File: src/rtl/seq_pkg.sv
// Shared types and opcode constants for the program-counter sequencer.
// Flow-control opcodes live in the top nibble of the instruction word.
package seq_pkg;

  typedef enum logic [2:0] {
    IDLE   = 3'd0,
    FETCH  = 3'd1,
    DECODE = 3'd2,
    EXEC   = 3'd3,
    HALTED = 3'd4,
    FAULT  = 3'd5
  } state_t;

  localparam logic [3:0] OP_JMP  = 4'hC;
  localparam logic [3:0] OP_BRZ  = 4'hB;
  localparam logic [3:0] OP_CALL = 4'hD;
  localparam logic [3:0] OP_RET  = 4'hE;
  localparam logic [3:0] OP_HALT = 4'hF;

endpackage

File: src/rtl/pc_sequencer_ret_stack.sv
// Return-address stack for CALL/RET: a depth counter over a small register file.
// Only the pointer is reset; stale entries are harmless because empty/full gate every access.
module ret_stack #(
  parameter int AW          = 8,
  parameter int STACK_DEPTH = 4
) (
  input  logic          clk,
  input  logic          rst,
  input  logic          push,
  input  logic          pop,
  input  logic [AW-1:0] din,
  output logic [AW-1:0] dout,
  output logic          full,
  output logic          empty
);

  localparam int CW = $clog2(STACK_DEPTH + 1);
  localparam int PW = (STACK_DEPTH > 1) ? $clog2(STACK_DEPTH) : 1;

  logic [CW-1:0] r_count;
  logic [AW-1:0] r_mem [STACK_DEPTH];
  logic [PW-1:0] w_wr_idx;
  logic [PW-1:0] w_rd_idx;

  assign w_wr_idx = r_count[PW-1:0];
  // Top-of-stack sits one below the write slot; modular PW-bit math is exact here.
  assign w_rd_idx = w_wr_idx - PW'(1);
  assign full     = (r_count == CW'(STACK_DEPTH));
  assign empty    = (r_count == '0);
  assign dout     = r_mem[w_rd_idx];

  always_ff @(posedge clk or posedge rst) begin
    if (rst) begin
      r_count <= '0;
    end else if (push && !full) begin
      r_count <= r_count + CW'(1);
    end else if (pop && !empty) begin
      r_count <= r_count - CW'(1);
    end
  end

  always_ff @(posedge clk) begin
    if (push && !full) begin
      r_mem[w_wr_idx] <= din;
    end
  end

endmodule

File: src/rtl/pc_sequencer.sv
// Fetch/decode/dispatch controller that solely drives the program counter.
// Flow control (JMP/BRZ/CALL/RET/HALT) is resolved here; everything else goes to execute.
module pc_sequencer
  import seq_pkg::*;
#(
  parameter int AW          = 8,
  parameter int IW          = 16,
  parameter int STACK_DEPTH = 4
) (
  input  logic          clk,
  input  logic          rst,
  input  logic          run,
  input  logic          halt_req,
  input  logic          zero_flag,
  input  logic [AW-1:0] pc_addr,
  output logic          pc_inc,
  output logic          pc_jmp,
  output logic [AW-1:0] pc_target,
  output logic          imem_req,
  output logic [AW-1:0] imem_addr,
  input  logic          imem_ack,
  input  logic [IW-1:0] imem_data,
  output logic          instr_valid,
  output logic [IW-1:0] instr_out,
  input  logic          exec_done,
  output logic          halted,
  output logic          fault
);

  state_t        r_state;
  state_t        w_state_next;
  state_t        w_fetch_or_halt;
  logic [IW-1:0] r_ir;
  logic [3:0]    w_opcode;
  logic [AW-1:0] w_target;
  logic [AW-1:0] w_ret_addr;
  logic [AW-1:0] w_ret_top;
  logic          w_push;
  logic          w_pop;
  logic          w_full;
  logic          w_empty;

  assign w_opcode   = r_ir[IW-1 -: 4];
  assign w_target   = r_ir[AW-1:0];
  assign w_ret_addr = pc_addr + AW'(1);
  // Every instruction boundary is a potential stop point.
  assign w_fetch_or_halt = halt_req ? HALTED : FETCH;

  ret_stack #(
    .AW          (AW),
    .STACK_DEPTH (STACK_DEPTH)
  ) u_ret_stack (
    .clk   (clk),
    .rst   (rst),
    .push  (w_push),
    .pop   (w_pop),
    .din   (w_ret_addr),
    .dout  (w_ret_top),
    .full  (w_full),
    .empty (w_empty)
  );

  always_comb begin
    w_state_next = r_state;
    pc_inc       = 1'b0;
    pc_jmp       = 1'b0;
    pc_target    = '0;
    w_push       = 1'b0;
    w_pop        = 1'b0;
    case (r_state)
      IDLE:   if (run) w_state_next = w_fetch_or_halt;
      FETCH:  if (imem_ack) w_state_next = DECODE;
      DECODE: begin
        case (w_opcode)
          OP_JMP: begin
            pc_jmp       = 1'b1;
            pc_target    = w_target;
            w_state_next = w_fetch_or_halt;
          end
          OP_BRZ: begin
            pc_jmp       = zero_flag;
            pc_inc       = !zero_flag;
            pc_target    = zero_flag ? w_target : '0;
            w_state_next = w_fetch_or_halt;
          end
          OP_CALL: begin
            if (w_full) begin
              w_state_next = FAULT;
            end else begin
              w_push       = 1'b1;
              pc_jmp       = 1'b1;
              pc_target    = w_target;
              w_state_next = w_fetch_or_halt;
            end
          end
          OP_RET: begin
            if (w_empty) begin
              w_state_next = FAULT;
            end else begin
              w_pop        = 1'b1;
              pc_jmp       = 1'b1;
              pc_target    = w_ret_top;
              w_state_next = w_fetch_or_halt;
            end
          end
          OP_HALT: w_state_next = HALTED;
          default: begin
            pc_inc       = 1'b1;
            w_state_next = EXEC;
          end
        endcase
      end
      EXEC:   if (exec_done) w_state_next = w_fetch_or_halt;
      HALTED: if (run && !halt_req) w_state_next = FETCH;
      FAULT:  w_state_next = FAULT;
      default: w_state_next = IDLE;
    endcase
  end

  always_ff @(posedge clk or posedge rst) begin
    if (rst) begin
      r_state <= IDLE;
      r_ir    <= '0;
    end else begin
      r_state <= w_state_next;
      if (r_state == FETCH && imem_ack) begin
        r_ir <= imem_data;
      end
    end
  end

  // Moore-style requests so an asynchronous reset drops them immediately.
  assign imem_req    = (r_state == FETCH);
  assign imem_addr   = imem_req ? pc_addr : '0;
  assign instr_valid = (r_state == EXEC);
  assign instr_out   = r_ir;
  assign halted      = (r_state == HALTED);
  assign fault       = (r_state == FAULT);

endmodule
File: config.mk
export PLATFORM = sky130hd
export DESIGN_NAME = pc_sequencer
export DESIGN_NICKNAME = d
export VERILOG_FILES = /design/src/rtl/seq_pkg.sv /design/src/rtl/pc_sequencer_ret_stack.sv /design/src/rtl/pc_sequencer.sv
export SDC_FILE = /design/constraint.sdc
export NUM_CORES = 1
export LEC_CHECK = 0
export CELL_PAD_IN_SITES_DETAIL_PLACEMENT = 0
export CELL_PAD_IN_SITES_GLOBAL_PLACEMENT = 2
export CORE_ASPECT_RATIO = 0.8
export CORE_MARGIN = 5
export CORE_UTILIZATION = 35
export DETAILED_ROUTE_END_ITERATION = 10
export PLACE_DENSITY = 0.81
export RECOVER_POWER = 100
export SLEW_MARGIN = 5
export SYNTH_ARGS = -nofsm -noshare
export SYNTH_HDL_FRONTEND = slang
export SYNTH_SLANG_ARGS = --single-unit
export TNS_END_PERCENT = 30
File: constraint.sdc
create_clock -name clk -period 7.4 [get_ports clk]
set_input_delay 2.22 -clock clk [delete_from_list [all_inputs] [get_ports clk]]
set_output_delay 2.22 -clock clk [all_outputs]
set_load 0.005 [all_outputs]
# [Yosys cells after proc, flatten, opt, wreduce, memory -nomap -nowiden]
# Memories as Yosys holds them, arrays and structs flattened.
# Cells that the tools add are included.
[word_totals] register_bits=22 mem_bits_rw=32 in_bits=31 out_inout_bits=38 word_cells=66 mem_count=1
[mem_list] name="u_ret_stack.r_mem" words=4 width=8 read_ports=1 rd_ports_with_merged_regs=0 write_ports=1 line_no="pc_sequencer_ret_stack.sv:21" source="logic [AW-1:0] r_mem [STACK_DEPTH];"
[op_classes] n_addsub=4 eq_ne=15 muxes=29 reduce_logical=14
[ops] operator="$mux W8" count=5
[ops] operator="$pmux W8 S4" count=1
[ops] operator="$mux W3" count=9
[ops] operator="$eq A4 B4 Y1 const B" count=5
[ops] operator="$pmux W3 S6" count=1
[ops] operator="$pmux W3 S4" count=1
[ops] operator="$mux W1" count=10
[ops] operator="$eq A3 B3 Y1 const B" count=3
[ops] operator="$add A8 B1 Y8 const B" count=1
[ops] operator="$eq A3 B2 Y1 const B" count=2
[ops] operator="$logic_not A3 Y1" count=2
[ops] operator="$ne A2 B1 Y1 const B" count=3
[ops] operator="$logic_and A1 B1 Y1" count=4
[ops] operator="$logic_not A1 Y1" count=4
[ops] operator="$pmux W1 S4" count=1
[ops] operator="$reduce_and A4 Y1" count=1
[ops] operator="$reduce_or A4 Y1" count=1
[ops] operator="$add A3 B1 Y3 const B" count=1
[ops] operator="$eq A3 B1 Y1 const B" count=1
[ops] operator="$sub A3 B1 Y3 const B" count=1
[ops] operator="$ne A2 B2 Y1 const B" count=1
[ops] operator="$pmux W1 S2" count=1
[ops] operator="$reduce_bool A2 Y1" count=1
[ops] operator="$reduce_or A2 Y1" count=1
[ops] operator="$sub A2 B1 Y2 const B" count=1

# [Depth between registers and ports, before layout]
[depth] ltp_word=7 depth_mapped=11

# [Hierarchy]
# From an unflattened synthesis, not the netlist that was laid out.
[unflattened] cells_unflattened=226 hier_area_um2=2851.5
[modules_own_cells] mod="ret_stack" instances=1 cells_each=73 area_per_inst_um2=1455.1 seq_area_each_um2=1036.0
[modules_own_cells] mod="pc_sequencer" instances=1 cells_each=153 area_per_inst_um2=1396.3 seq_area_each_um2=475.5

# [Worst setup path before layout]
# No wires, ideal clock.
[synth_timing] path_type="input-to-output" from="input port zero_flag" to="output port pc_target[0]" t_arrival_ps=2923 t_required_ps=5180 path_slack_ps=2257 path_stages=4 cell_sequence="nand2_1 -> o22ai_1 -> o2111a_1 -> a22o_1"
[synth_between] elab_chain_cells=3
[synth_lines] element="from (decl)" line_no="pc_sequencer.sv:14" source="input logic zero_flag,"
[synth_lines] element="$mux W8" line_no="pc_sequencer.sv:83" source="pc_target = zero_flag ? w_target : '0;"
[synth_lines] element="$pmux W8 S4" line_no="pc_sequencer.sv:74" source="case (w_opcode)"
[synth_lines] element="$mux W8" line_no="pc_sequencer.sv:70" source="case (r_state)"
[synth_lines] element="to (decl)" line_no="pc_sequencer.sv:18" source="output logic [AW-1:0] pc_target,"
# No other way between the ends.

# [Worst setup path after layout]
[layout_timing] from="input port zero_flag" to="output port pc_target[7]"
# Same word-level chain as after synthesis.

==> out/summary.txt <==
postcts setup bufs = 0
number of synthesized flops with an enable pin = 32
Nets = 303
Final Skew = 0.00791 ns
maximum VDD drop = 0.116 mV
Setup TNS = 0 ns
TritonCTS clock tree = yes
Slew headroom = 17.5%
setup repair after global routing missed its margin = false
area delta synth->final = 29.3%
Async SR Flop Fraction = 40.7%
GRT Total Usage = 12.8%
final wirelength = 5.94 mm
Root Buffer = clkbuf_8
IO Pins = 69
first-pass GRT wire length = 9.36 mm
clock share of power = 17.7%
combinational power share = 40.1%
synth warn = 0
slowest CP cell = dlygate4sd3_1
crit-path cells = clkdlybuf4s50_1, nand2_1, o22ai_1, o2111a_1, a22o_1, dlygate4sd3_1
dpl hpwl = 4.37 mm
Die Wd = 109 um
Slew Viols, Final = 0
most common cell in the netlist = edfxtp_1
Die Ht = 89.0 um
DR vias = 1812
Critical Path Fanout Max = 8
Hold Path Cell Cnt = 1
Static Leakage = 0.00135 uW
Hold Vio Cnt, Final = 0
Resized cells post-CTS = 0
largest cells by area after synthesis = edfxtp_1, dfrtp_1, mux4_2
Net Count, Synth = 237
DRC viols = 0
sequential power share = 42.2%
buffers added on ports = 68
CTS sink count = 54
startpoint type of the worst setup path = input port
placed cell area = 3470 um^2
layout cells sized above 1 = 8.99%
Yosys reg bits = 54
register clock-pin slew on the reported worst setup and hold paths = 0.09 ns
CTS H-tree lvls = 2
final instance area = 3530 um^2
outcome = finished, final reports clean
Distinct cells, synth = 44
Main synth FF type = edfxtp_1
Worst Path Class, Setup = input port to output pin
# fillers = 730
Worst Hold Class = register to register
multi-input combinational cell area = 1060 um^2
r2r worst-path depth = 10
Initial DRT Pass Iterations = 4
register area share after synthesis = 55.4%
Max Cap Viol = 0
min Tclk post-route = 6.34 ns
CTS Hold Buffers Added = 0
area leader, netlist = edfxtp_1
NetSw = 379 uW
Num CTS Buffers = 5
WL per Instance = 16.0 um
setup violators final = 0
grt ovf = 0
Avg Synthesized Cell Area = 13.7 um^2
RePlAce Congestion = 0.748
first-iteration detailed-routing DRC count = 49
Final Core Density = 47.1%
Yosys top cell area share = 35.2%
Syn Std Cell Area = 2730 um^2
P_int = 736 uW
Register Area = 1510 um^2
final worst-path cycle share = 85.6%
Starting Density = 36.4%
commonest cells in the netlist = edfxtp_1, dfrtp_1, inv_1, nand2_1
# diodes = 0
Synth Instances = 200
clock tree buffer depth = 2
Peak Freq = 0.158 GHz
die area = 9680 um^2
post-route ant nets = 0
CP max stage delay = 0.57 ns
WP data arrival = 4.12 ns
Crit. End Element = output pin
cell row count = 28
Core ar. = 7500 um^2
Sw Share = 34.0%
worst slew pin tran = 1.24 ns
pin count of the biggest net entering global routing = 23
vias in the first global route = 1774
Power Density = 316 nW/um^2
initial antenna violation count = 0
Crit path required time = 5.18 ns
clk_lat worst skew = 0.31 ns
vias per inst = 4.87
layout make-up:
cell class              count  area share [%]
flip-flops and latches     54            42.8
multi-input cells         127            30.0
repair buffers             68            19.3
well taps                 105            3.72
clock buffers               6            2.06
clock inverters             2            1.10
inverters                  10            1.06
critical path, delay by kind of cell:
kind | cells | cell delay (ns)
AO/OA/AOI/OAI | 3 | 0.82
AND/OR/NAND/NOR | 1 | 0.06
buffers and inverters | 2 | 1.02
per-stage QoR:
| step | power [uW] | cells | hold slack [ns] | worst slack, ns |
|---|---|---|---|---|
| floorplan | 772 | 200 | 0.490 | 2.26 |
| global placement | 984 | 364 | 0.489 | 1.12 |
| detailed placement | 986 | 364 | 0.496 | 1.10 |
| CTS | 1190 | 372 | 0.517 | 1.10 |
| global route | 1190 | 372 | 0.516 | 0.920 |
| finish | 1110 | 372 | 0.487 | 1.06 |
path summary, 6_finish.rpt:
| path | from | end | slack [ns] |
|---|---|---|---|
| max | zero_flag | pc_target[7] | 1.06 |
| min | instr_out[11] | instr_out[11] | 0.49 |
| max reg2reg | u_ret_stack.r_count[0] | u_ret_stack.r_count[2] | 4.03 |
| min reg2reg | instr_out[11] | instr_out[11] | 0.49 |
| max in group asynchronous | rst | u_ret_stack.r_count[1] | 4.31 |
| min in group asynchronous | rst | instr_out[6] | 2.54 |
flip-flops by register name, indices dropped and copies added, names as in the netlist:
signal               count
u_ret_stack.r_mem       32
instr_out               16
r_state                  3
u_ret_stack.r_count      3
cell usage in the layout (no fill, tap or decap), types with 5 or more instances in the layout:
| cell type | instances |
|---|---|
| and3_1 | 6 |
| nor2_1 | 5 |
| nand2_1 | 9 |
| xnor2_1 | 7 |
| a21oi_1 | 8 |
| o21ai_0 | 5 |
| mux4_2 | 8 |
| mux2_1 | 7 |
| a22o_1 | 8 |
| nand2b_1 | 7 |
| edfxtp_1 | 32 |
| and2_1 | 7 |
| nand3_1 | 7 |
| dfrtp_1 | 22 |
| clkdlybuf4s50_1 | 26 |
| dlygate4sd3_1 | 42 |
| mux2_2 | 8 |
| ha_1 | 5 |
| inv_1 | 9 |
| clkbuf_8 | 5 |
routing by layer:
layer,GRT usage [%],vias up,wire (um)
met4,4.47,0,82
met1,19.9,861,3240
met2,16.7,65,2190
li1,-,879,-
met3,3.54,7,428
met5,0,-,0
kinds of logic after synthesis:
group,share of synthesized area [%]
AOI/OAI and AO/OA,7.61
xor gates and xnor gates,3.21
adders and majority gates,3.02
buffers and inverters,3.90
DFF,55.4
muxes,13.9
and+or+nand+nor,13.0
power groups by stage:
stage               clock (uW)  combinational, uW  sequential [uW]
finish                     197                447              470
global placement             0                501              484
CTS                        202                507              476
detailed placement           0                502              484
floorplan                    0                331              441
global route               213                490              487
No activity file was read; power rests on OpenSTA's default activity.
